<file path="src/rtl/cache_pkg.sv">
// Shared widths, encodings and FSM state type for the direct-mapped,
// write-through data cache controller.
package cache_pkg;

  localparam int ADDR_W              = 16;
  localparam int INDEX_W             = 10;
  localparam int TAG_W               = ADDR_W - INDEX_W;
  localparam int DATA_W              = 32;
  localparam int CACHESIZE           = 1024;
  localparam int WAIT_STATES_DEFAULT = 2;

  localparam logic READ  = 1'b1;
  localparam logic WRITE = 1'b0;

  typedef enum logic [2:0] {
    IDLE,
    LOOKUP,
    COMPARE,
    MEM_WAIT,
    FILL,
    DONE
  } state_t;

endpackage

</file>
<file path="src/rtl/mem_wait_counter.sv">
// Main-memory wait-state counter: loads WAIT_STATES, counts down, flags zero.
module mem_wait_counter #(
  parameter int WAIT_STATES = 2
) (
  input  logic Clk,
  input  logic Reset,
  input  logic load,
  input  logic dec,
  output logic zero
);

  localparam int CNT_W = (WAIT_STATES > 0) ? $clog2(WAIT_STATES + 1) : 1;

  logic [CNT_W-1:0] count;

  // NOTE: sequential state uses non-blocking assignments so every flop samples pre-edge values.
  always_ff @(posedge Clk) begin
    if (Reset) begin
      count <= '0;
    end else if (load) begin
      count <= CNT_W'(WAIT_STATES);
    end else if (dec && (count != '0)) begin
      count <= count - CNT_W'(1);
    end
  end

  assign zero = (count == '0);

endmodule

</file>
<file path="src/rtl/cache_controller.sv">
// Control FSM for the direct-mapped, write-through data cache: tag compare,
// read-miss line fill and write-through with a fixed main-memory wait count.
module cache_controller
  import cache_pkg::*;
#(
  parameter int WAIT_STATES = WAIT_STATES_DEFAULT
) (
  input  logic               Clk,
  input  logic               Reset,
  input  logic               PStrobe,
  input  logic               PRW,
  input  logic [ADDR_W-1:0]  PAddress,
  input  logic [DATA_W-1:0]  PDataIn,
  output logic [DATA_W-1:0]  PDataOut,
  output logic               PReady,
  output logic [INDEX_W-1:0] CacheIndex,
  input  logic               ValidOut,
  input  logic [TAG_W-1:0]   TagOut,
  input  logic [DATA_W-1:0]  CacheDataOut,
  output logic               ValidIn,
  output logic               ValidWrite,
  output logic [TAG_W-1:0]   TagIn,
  output logic               TagWrite,
  output logic [DATA_W-1:0]  CacheDataIn,
  output logic               DataWrite,
  output logic               SysStrobe,
  output logic               SysRW,
  output logic [ADDR_W-1:0]  SysAddress,
  output logic [DATA_W-1:0]  SysDataOut,
  input  logic [DATA_W-1:0]  SysDataIn
);

  state_t             state, state_next;
  logic [ADDR_W-1:0]  addr_q;
  logic               rw_q;
  logic [DATA_W-1:0]  wdata_q;
  logic [DATA_W-1:0]  rdata_q;
  logic               hit_q;
  logic               hit;
  logic               cnt_load, cnt_dec, cnt_zero;
  logic [TAG_W-1:0]   tag;

  assign tag        = addr_q[ADDR_W-1:INDEX_W];
  assign CacheIndex = addr_q[INDEX_W-1:0];
  assign PDataOut   = rdata_q;
  assign hit        = ValidOut && (TagOut == tag);

  mem_wait_counter #(.WAIT_STATES(WAIT_STATES)) u_wait (
    .Clk  (Clk),
    .Reset(Reset),
    .load (cnt_load),
    .dec  (cnt_dec),
    .zero (cnt_zero)
  );

  always_ff @(posedge Clk) begin
    if (Reset) begin
      state   <= IDLE;
      addr_q  <= '0;
      rw_q    <= 1'b0;
      wdata_q <= '0;
      rdata_q <= '0;
      hit_q   <= 1'b0;
    end else begin
      state <= state_next;
      if ((state == IDLE) && PStrobe) begin
        addr_q  <= PAddress;
        rw_q    <= PRW;
        wdata_q <= PDataIn;
      end
      if (state == COMPARE) begin
        hit_q <= hit;
        if (rw_q == READ) rdata_q <= CacheDataOut;
      end
      // Read-miss data is taken on the closing edge of the last wait cycle.
      if ((state == MEM_WAIT) && cnt_zero && (rw_q == READ)) rdata_q <= SysDataIn;
    end
  end

  // NOTE: every combinational output gets a default first, so no path infers a latch.
  always_comb begin
    state_next  = state;
    cnt_load    = 1'b0;
    cnt_dec     = 1'b0;
    PReady      = 1'b0;
    ValidIn     = 1'b0;
    ValidWrite  = 1'b0;
    TagIn       = '0;
    TagWrite    = 1'b0;
    CacheDataIn = '0;
    DataWrite   = 1'b0;
    SysStrobe   = 1'b0;
    SysRW       = 1'b0;
    SysAddress  = '0;
    SysDataOut  = '0;
    case (state)
      IDLE:    if (PStrobe) state_next = LOOKUP;
      LOOKUP:  state_next = COMPARE;
      COMPARE: begin
        if ((rw_q == READ) && hit) begin
          state_next = DONE;
        end else begin
          state_next = MEM_WAIT;
          cnt_load   = 1'b1;
        end
      end
      MEM_WAIT: begin
        SysStrobe  = 1'b1;
        SysRW      = rw_q;
        SysAddress = addr_q;
        if (rw_q == WRITE) SysDataOut = wdata_q;
        if (cnt_zero) state_next = FILL;
        else          cnt_dec    = 1'b1;
      end
      FILL: begin
        state_next = DONE;
        if (rw_q == READ) begin
          ValidWrite  = 1'b1;
          TagWrite    = 1'b1;
          DataWrite   = 1'b1;
          ValidIn     = 1'b1;
          TagIn       = tag;
          CacheDataIn = rdata_q;
        end else if (hit_q) begin
          // Write hit updates the data word only; write misses do not allocate.
          DataWrite   = 1'b1;
          CacheDataIn = wdata_q;
        end
      end
      DONE: begin
        PReady     = 1'b1;
        state_next = IDLE;
      end
      default: state_next = IDLE;
    endcase
    if (Reset) begin
      PReady     = 1'b0;
      ValidWrite = 1'b0;
      TagWrite   = 1'b0;
      DataWrite  = 1'b0;
    end
  end

endmodule
</file>
<file path="config.mk">
export PLATFORM = sky130hd
export DESIGN_NAME = cache_controller
export DESIGN_NICKNAME = d
export VERILOG_FILES = /design/src/rtl/cache_pkg.sv /design/src/rtl/mem_wait_counter.sv /design/src/rtl/cache_controller.sv
export SDC_FILE = /design/constraint.sdc
export NUM_CORES = 1
export LEC_CHECK = 0
export ABC_AREA = 0
export CORE_UTILIZATION = 37
export CTS_BUF_LIST = sky130_fd_sc_hd__clkbuf_8 sky130_fd_sc_hd__clkbuf_16
export DETAILED_ROUTE_END_ITERATION = 8
export PLACE_DENSITY = 0.87
export SYNTH_ARGS = -nofsm -noshare
export SYNTH_HDL_FRONTEND = slang
export SYNTH_SLANG_ARGS = --single-unit
</file>
<file path="constraint.sdc">
create_clock -name Clk -period 2.27 [get_ports Clk]
set_input_delay 0.227 -clock Clk [delete_from_list [all_inputs] [get_ports Clk]]
set_output_delay 0.227 -clock Clk [all_outputs]
set_load 0.05 [all_outputs]
</file>
Word level (Yosys, flattened, before mapping)
Cells that the tools add are included.
{ "classes": {"n_addsub": 1, "eq_ne": 8, "mux": 32, "n_reduce_logical": 15} }
{ "ops": {"columns": ["operator", "count"], "rows": [
  ["two-way mux 32 bit", 8],
  ["two-way mux 16 bit", 1],
  ["two-way mux 1 bit", 15],
  ["one-hot mux 3 bit (5 select lines)", 1],
  ["two-way mux 6 bit", 2],
  ["two-way mux 3 bit", 3],
  ["nonzero test 2 bit", 4],
  ["equality test 3 x 2 -> 1 bit (second input constant)", 2],
  ["equality test 3 bit (second input constant)", 2],
  ["equality test 6 bit", 1],
  ["logical AND 1 bit", 6],
  ["two-way mux 2 bit", 2],
  ["!= test 2 bit (second input constant)", 2],
  ["AND reduction 2 bit", 2],
  ["equality test 3 x 1 -> 1 bit (second input constant)", 1],
  ["zero test 3 bit", 1],
  ["zero test 2 bit", 1],
  ["OR reduction 2 bit", 1],
  ["subtractor 2 x 1 -> 2 bit (second input constant)", 1]
]} }
{ "totals": {"register_bits": 87, "input_bits": 123, "output_inout_bits": 135} }

Logic depth before layout (Yosys ltp)
Gate-level depths: netlist (run 1).
{ "logic_depth": {"word_depth": 6, "ltp_mapped": 8, "depth_no_buf": 6} }

By module
From an unflattened synthesis (run 1), not the netlist that was laid out.
{ "unflattened": {"hier_cells": 537, "hier_area_um2": 4240.3} }
{ "modules_own_cells": {"columns": ["module", "n_inst", "cells_per_inst", "area_per_inst_um2", "seq_area_each_um2"], "rows": [
  ["cache_controller", 1, 526, 4134.0, 1701.6],
  ["mem_wait_counter", 1, 11, 106.4, 40.0]
]} }

Least setup slack after synthesis (run 1)
OpenSTA, ideal clock, no wires.
{ "synth_timing": {"kind": "register to output", "startpoint": "reg rw_q", "endpoint": "out ValidWrite", "arrival_ns": 2.284, "required_time_ns": 2.043, "setup_slack_ns": -0.241, "stages_incl_launch_ff": 6, "path_cell_list": "dfxtp_1 -> inv_1 -> clkbuf_1 -> clkbuf_1 -> nor3_1 -> buf_4"} }
{ "synth_via": {"elab_chain_cells": 3} }
{ "synth_lines": {"columns": ["element", "line_no", "text"], "rows": [
  ["start: declaration", "cache_controller.sv:35", "logic rw_q;"],
  ["start signal: assignment", "cache_controller.sv:60", "rw_q <= 1'b0;"],
  ["start signal: assignment", "cache_controller.sv:68", "rw_q <= PRW;"],
  ["two-way mux 1 bit (3 in a row)", null, null],
  ["end: declaration", "cache_controller.sv:21", "output logic ValidWrite,"]
]} }
No other way between the ends.

Worst setup path after layout (run 1)
{ "layout_timing": {"startpoint": "reg state[0]", "endpoint": "out CacheDataIn[4]"} }
{ "layout_via": {"elab_chain_cells": 2} }
{ "layout_lines": {"columns": ["element", "line_no", "text"], "rows": [
  ["start: declaration", "cache_controller.sv:33", "state_t state, state_next;"],
  ["start signal: assignment", "cache_controller.sv:65", "state <= state_next;"],
  ["equality test 3 bit", "cache_controller.sv:96", "case (state)"],
  ["two-way mux 32 bit", "cache_controller.sv:96", null],
  ["end: declaration", "cache_controller.sv:24", "output logic [DATA_W-1:0] CacheDataIn,"]
]} }
No other way between the ends.

==> reports/metrics.csv, run 1 <==
stage;metric;value;unit
floorplanning;ios;258;
floorplanning;placementRows;38;
setup_path;cp_data_arrival_time;1.89;ns
routing;vias;4831;
clock_network;clock_path_buffers;2;
timing;setup_tns;0;ns
clock_network;clock_sinks;87;
place;placed_area;7570;um^2
synthesis;ys_seq_area_share;42.1;%
floorplanning;dieArea;11600;um^2
floorplanning;start_util;38.1;%
global_routing;antenna_found_initial;1;
global_routing;grt_pass1_wl;24.9;mm
routing;drt.antenna.violating_nets;0;
flow_run;maxCapViolations;0;
setup_path;cp.required;2.04;ns
synthesis;ys_ff_latch;87;
layout;design_area;7790;um^2
routing;wl_per_cell;18.6;um
setup_path;worstSetupStartpoint;state[0]$_SDFFE_PP0P_;
setup_path;cp_max_fo;19;
clock_network;postCtsSetupRepairBufs;0;
setup_path;r2r-start;u_wait.count[0]$_SDFFE_PP0P_;
setup_path;worst_setup_path_end_kind;output pin;
clock_network;clk_pin_slew;0.09;ns
pwr;p_per_area;621;nW/um^2
clock_network;htree_levels;3;
worst_hold_path;worstHoldStart;Reset;
timing;max_freq;472;MHz
global_routing;grtUsageTotal;28.2;%
routing;wl;16.4;mm
timing;clock-skew-final;0.0150;ns
pwr;ir_drop;0.357;mV
layout;layout.nets;861;
global_routing;overflow;0;
setup_path;reg2reg_slack;0.50;ns
timing;period_minus_slack;2.12;ns
layout;drive_gt1_share;18.9;%
clock_network;insertion_delay;0.36;ns
clock_network;cts_buffers;9;
synthesis;synthCells;510;
clock_network;cts_root_buffer;clkbuf_8;
routing;dr.first_iter.drc_count;418;
pwr;leakagePower;0.00309;uW
layout;diodes;0;
clock_network;ctsResizeCount;0;
timing;hold_viol_final;0;
outcome;status;complete, no violations;
global_routing;grt_start_max_net_pins;50;
synthesis;syn_avg_cell_area;8.11;um^2
synthesis;yosys_warnings;0;
worst_hold_path;hp-class;in -> reg;
floorplanning;die_x;108;um
place;place.port_buffers;257;
timing;fin_crit_sh;93.3;%
timing;grt_setup_unrepaired;no;
timing;slew_viol_final;0;
timing;slew_headroom;58.6;%
setup_path;startpoint_type;flip-flop;
routing;drc;0;
clock_network;cts_hold_buffers;0;
timing;setup_viol;0;
setup_path;critPathKind;reg -> out;
routing;via_per_inst;5.48;
routing;firstDrtPassIters;6;
synthesis;yosysUniqueCellTypes;32;
timing;worst_pin_slew;0.616;ns
layout;area_growth;88.5;%
floorplanning;design.core.area;10800;um^2
place;dp.final_hpwl;12.4;mm
synthesis;syn_area;4140;um^2
place;place_congestion;0.895;
synthesis;syn_nets;634;
clock_network;tritoncts;yes;
global_routing;grt_pass1_vias;4778;
floorplanning;die_h;108;um
[cell usage after synthesis]
| library cell | n | area (um^2) |
|---|---|---|
| a21oi_1 | 54 | 270 |
| and3b_1 | 1 | 8.76 |
| nand2_1 | 103 | 387 |
| and2b_1 | 1 | 7.51 |
| nand3b_1 | 1 | 7.51 |
| ha_1 | 1 | 12.5 |
| xor2_1 | 3 | 26.3 |
| buf_4 | 12 | 90.1 |
| and2_1 | 18 | 113 |
| nor3_1 | 4 | 20.0 |
| a22o_1 | 31 | 272 |
| nor3_2 | 1 | 10.0 |
| nor4bb_1 | 1 | 10.0 |
| o21ai_0 | 1 | 5.00 |
| and3_1 | 43 | 269 |
| a211oi_1 | 4 | 30.0 |
| xnor2_1 | 3 | 26.3 |
| nor2_1 | 38 | 143 |
| a222oi_1 | 32 | 320 |
| dfxtp_1 | 87 | 1740 |
| nand4_1 | 1 | 6.26 |
| a31oi_1 | 1 | 6.26 |
| or4_1 | 1 | 7.51 |
| clkbuf_1 | 36 | 135 |
| and4_1 | 1 | 8.76 |
| nand3_1 | 5 | 25.0 |
| inv_1 | 5 | 18.8 |
| buf_2 | 9 | 45.0 |
| buf_6 | 6 | 67.6 |
| nor3b_2 | 1 | 12.5 |
| o31ai_1 | 2 | 15.0 |
| nand2b_1 | 3 | 18.8 |
[critical path, stage by stage (launching register included)]
cell,delay [ns]
dfxtp_2,0.41
nand3b_1,0.28
nor2_2,0.15
buf_4,0.29
a22o_1,0.25
buf_12,0.15
[routing by layer]
| layer | routed length, um | vias up | GRT usage (%) |
|---|---|---|---|
| met4 | 517 | 2 | 13.4 |
| met3 | 1480 | 38 | 7.32 |
| met2 | 8560 | 238 | 51.2 |
| li1 | - | 2259 | - |
| met5 | 8 | - | 0 |
| met1 | 5880 | 2294 | 30.1 |
[power by group]
part / total, uW / internal (uW) / switching (uW)
clock: 1200 / 622 / 583
combinational: 1690 / 704 / 985
sequential: 1940 / 1730 / 214
[sequential cells by signal, summed over array words and instances (netlist names)]
name / cells
addr_q: 16
wdata_q: 32
hit_q: 1
PDataOut: 32
state: 3
rw_q: 1
u_wait.count: 2
[stage by stage]
step	utilization (%)	power, uW	hold WS, ns	std cells	setup WS, ns
4_1_cts	71.8	4850	0.325	882	0.0199
6_report	71.9	4840	0.350	882	0.151
3_3_place_gp	69.8	3610	0.453	866	0.424
2_1_floorplan	-	2950	0.363	510	0.188
3_5_place_dp	69.8	3660	0.461	866	0.440
5_1_grt	71.9	5080	0.351	882	0.0542
[cell usage in the layout (no fill, tap or decap), drive strengths merged, types with 9 or more instances in the layout]
cell type and count:
a222oi 32, and2 18, nor2 38, a21oi 54, clkbuf 9, clkdlybuf4s50 163
buf 116, and3 43, nand2 103, a22o 31, dfxtp 87
[kinds of logic after synthesis]
family	after synthesis	share of synthesized area, %
flip-flops	87	42.1
buffers and inverters	68	8.62
AND/OR/NAND/NOR	223	25.5
XOR/XNOR	6	1.27
adder cells (fa/ha/maj)	1	0.303
AO/OA/AOI/OAI	125	22.2
[final cells by class]
class                      instances  area [um^2]
clock buffer                       9          124
clock inverter                     7         96.3
fill                             789         3050
inverter                           5         18.8
multi-input combinational        355         2060
sequential                        87         1750
tap                              140          175
timing repair buffer             279         3580
[worst paths after layout]
| path | end | cells past startpoint |
|---|---|---|
| worst min-delay path | PDataOut[7]$_SDFFE_PP0P_ | 2 |
| worst min register to register | addr_q[7]$_SDFFE_PP0P_ | 2 |
| worst max-delay path | CacheDataIn[4] | 5 |
| worst max register to register | PDataOut[17]$_SDFFE_PP0P_ | 6 |
Note: power is estimated with default switching activity, not from simulation.
==> run 2: changes to the inputs <==
==> constraint.sdc (replaced) <==
create_clock -name Clk -period 2.4 [get_ports Clk]
set_input_delay 0.24 -clock Clk [delete_from_list [all_inputs] [get_ports Clk]]
set_output_delay 0.24 -clock Clk [all_outputs]
set_load 0.05 [all_outputs]
==> reports/metrics.csv, run 2 (synthesis gave the netlist of run 1 again) <==
stage;metric;value;unit
setup_path;crit_family;buffers and inverters;
clock_network;cts_buffers;9;
setup_path;crit_buf_inv;3;
setup_path;cp.depth;6;
layout;design_area;7730;um^2
place;place_congestion;0.816;
global_routing;grtUsageTotal;27.9;%
clock_network;cts_hold_buffers;0;
global_routing;overflow;0;
setup_path;worstSetupStartpoint;state[1]$_SDFFE_PP0P_;
setup_path;cp_data_arrival_time;2.01;ns
timing;setup_viol;0;
global_routing;grt_pass1_vias;5050;
clock_network;tritoncts;yes;
floorplanning;design.core.area;10800;um^2
layout;drive_gt1_share;18.3;%
layout;multi_input_area;2060;um^2
outcome;status;complete, no violations;
routing;firstDrtPassIters;5;
routing;wl;16.4;mm
flow_run;maxCapViolations;0;
layout;layout.nets;856;
pwr;ir_drop;0.356;mV
timing;period_minus_slack;2.25;ns
global_routing;grt_pass1_wl;25.2;mm
timing;clock-skew-final;0.0116;ns
worst_hold_path;hp-class;in -> reg;
floorplanning;die_x;108;um
layout;area.sequential;1750;um^2
setup_path;endpoint;CacheDataIn[6];
timing;grt_setup_unrepaired;no;
timing;hold_viol_final;0;
timing;fin_ws;0.150;ns
clock_network;clk_pin_slew;0.09;ns
routing;dr.first_iter.drc_count;487;
setup_path;r2r-end;PDataOut[23]$_SDFFE_PP0P_;
timing;slew_viol_final;0;
clock_network;insertion_delay;0.35;ns
timing;setup_tns;0;ns
place;pre_cts_ws;0.339;ns
setup_path;reg2reg_slack;0.43;ns
place;place.port_buffers;257;
setup_path;cp_max_fo;19;
global_routing;grt_start_max_net_pins;54;
setup_path;cp.required;2.16;ns
timing;whs;0.423;ns
timing;slew_headroom;55.4;%
clock_network;clock_sinks;87;
layout;area_growth;87.0;%
routing;vias;4900;
layout;diodes;0;
setup_path;critPathMaxStageDelay;0.52;ns
global_routing;antenna_found_initial;0;
timing;worst_pin_slew;0.669;ns
timing;max_freq;444;MHz
setup_path;worst_path_max_delay_cell;dfxtp_1;
floorplanning;die_h;108;um
floorplanning;start_util;38.1;%
setup_path;worst_setup_path_end_kind;output pin;
place;dp.final_hpwl;12.2;mm
layout;most-common-layout-cells;clkdlybuf4s50_1, nand2_1, buf_12;
floorplanning;dieArea;11600;um^2
setup_path;r2r-start;u_wait.count[0]$_SDFFE_PP0P_;
clock_network;htree_levels;3;
pwr;p_per_area;569;nW/um^2
floorplanning;placementRows;38;
clock_network;clock_path_buffers;2;
layout;nFillCells;769;
routing;drt.antenna.violating_nets;0;
setup_path;ff2ff_path_depth;6;
setup_path;crit_path_cell_trace;inv_1, nand3b_1, nor2_2, buf_4, a22o_1, buf_12;
setup_path;startpoint_type;flip-flop;
routing;via_per_inst;5.59;
floorplanning;ios;258;
place;placed_area;7530;um^2
layout;final_common_cell;clkdlybuf4s50_1;
timing;fin_crit_sh;93.8;%
routing;drc;0;
setup_path;critPathKind;reg -> out;
routing;wl_per_cell;18.7;um
clock_network;cts_root_buffer;clkbuf_8;
pwr;leakagePower;0.00305;uW
[run 2: cell types whose count changed in the layout (fill, tap and decap cells not counted), sizes merged]
cell and change:
clkbuf +2, bufinv -2, buf -6, clkinv -1, clkinvlp +1, dlygate4sd2 +1
[run 2: final cells by class]
class                           instances  area share [%]
Clock buffer                           11            1.96
Clock inverter                          5           0.518
Inverter                                5           0.243
Multi-Input combinational cell        355            26.6
Sequential cell                        87            22.6
Tap cell                              140            2.27
Timing Repair Buffer                  274            45.8
[run 2: how the worst min path moves through the flow]
stage          cells after the start                     start                        to  slack (ns)
2_1_floorplan                      2               PDataIn[31]  wdata_q[31]$_SDFFE_PP0P_        0.38
3_3_place_gp                       2  wdata_q[31]$_SDFFE_PP0P_  wdata_q[31]$_SDFFE_PP0P_        0.45
3_5_place_dp                       2    addr_q[0]$_SDFFE_PP0P_    addr_q[0]$_SDFFE_PP0P_        0.46
4_1_cts                            3              PAddress[13]   addr_q[13]$_SDFFE_PP0P_        0.41
5_1_grt                            3               PDataIn[31]  wdata_q[31]$_SDFFE_PP0P_        0.42
6_report                           3              PAddress[13]   addr_q[13]$_SDFFE_PP0P_        0.42
[run 2: per-stage QoR]
| stage | std cells | power, uW | util, % |
|---|---|---|---|
| after detailed placement | 861 | 3430 | 69.5 |
| after floorplan | 510 | 2790 | - |
| final | 877 | 4400 | 71.3 |
| after global routing | 877 | 4640 | 71.3 |
| after global placement | 861 | 3350 | 69.5 |
| after CTS | 877 | 4410 | 71.3 |
[run 2: worst min-delay path: cells and delay by family]
kind / cells / cell delay [ns]
buffers and inverters: 1 / 0.39
AOI/OAI and AO/OA: 1 / 0.05
and+or+nand+nor: 1 / 0.05
[run 2: report_power, final]
part	total [uW]	internal, uW	switching [uW]
Clock	989	441	549
Sequential	1830	1630	200
Combinational	1580	631	944
Total	4400	2710	1690
[run 2: timing repair]
action | in CTS | in global routing
gates resized for setup | 2 | 3
setup endpoints to repair | 9 | 31
pin swaps | 0 | 0
setup buffers | 0 | 0
[run 2: metal layers]
metal  global-route usage [%]  wire (um)
met1                     30.0       5880
met2                     50.8       8480
met3                     7.38       1500
met4                     12.1        546
met5                        0          0
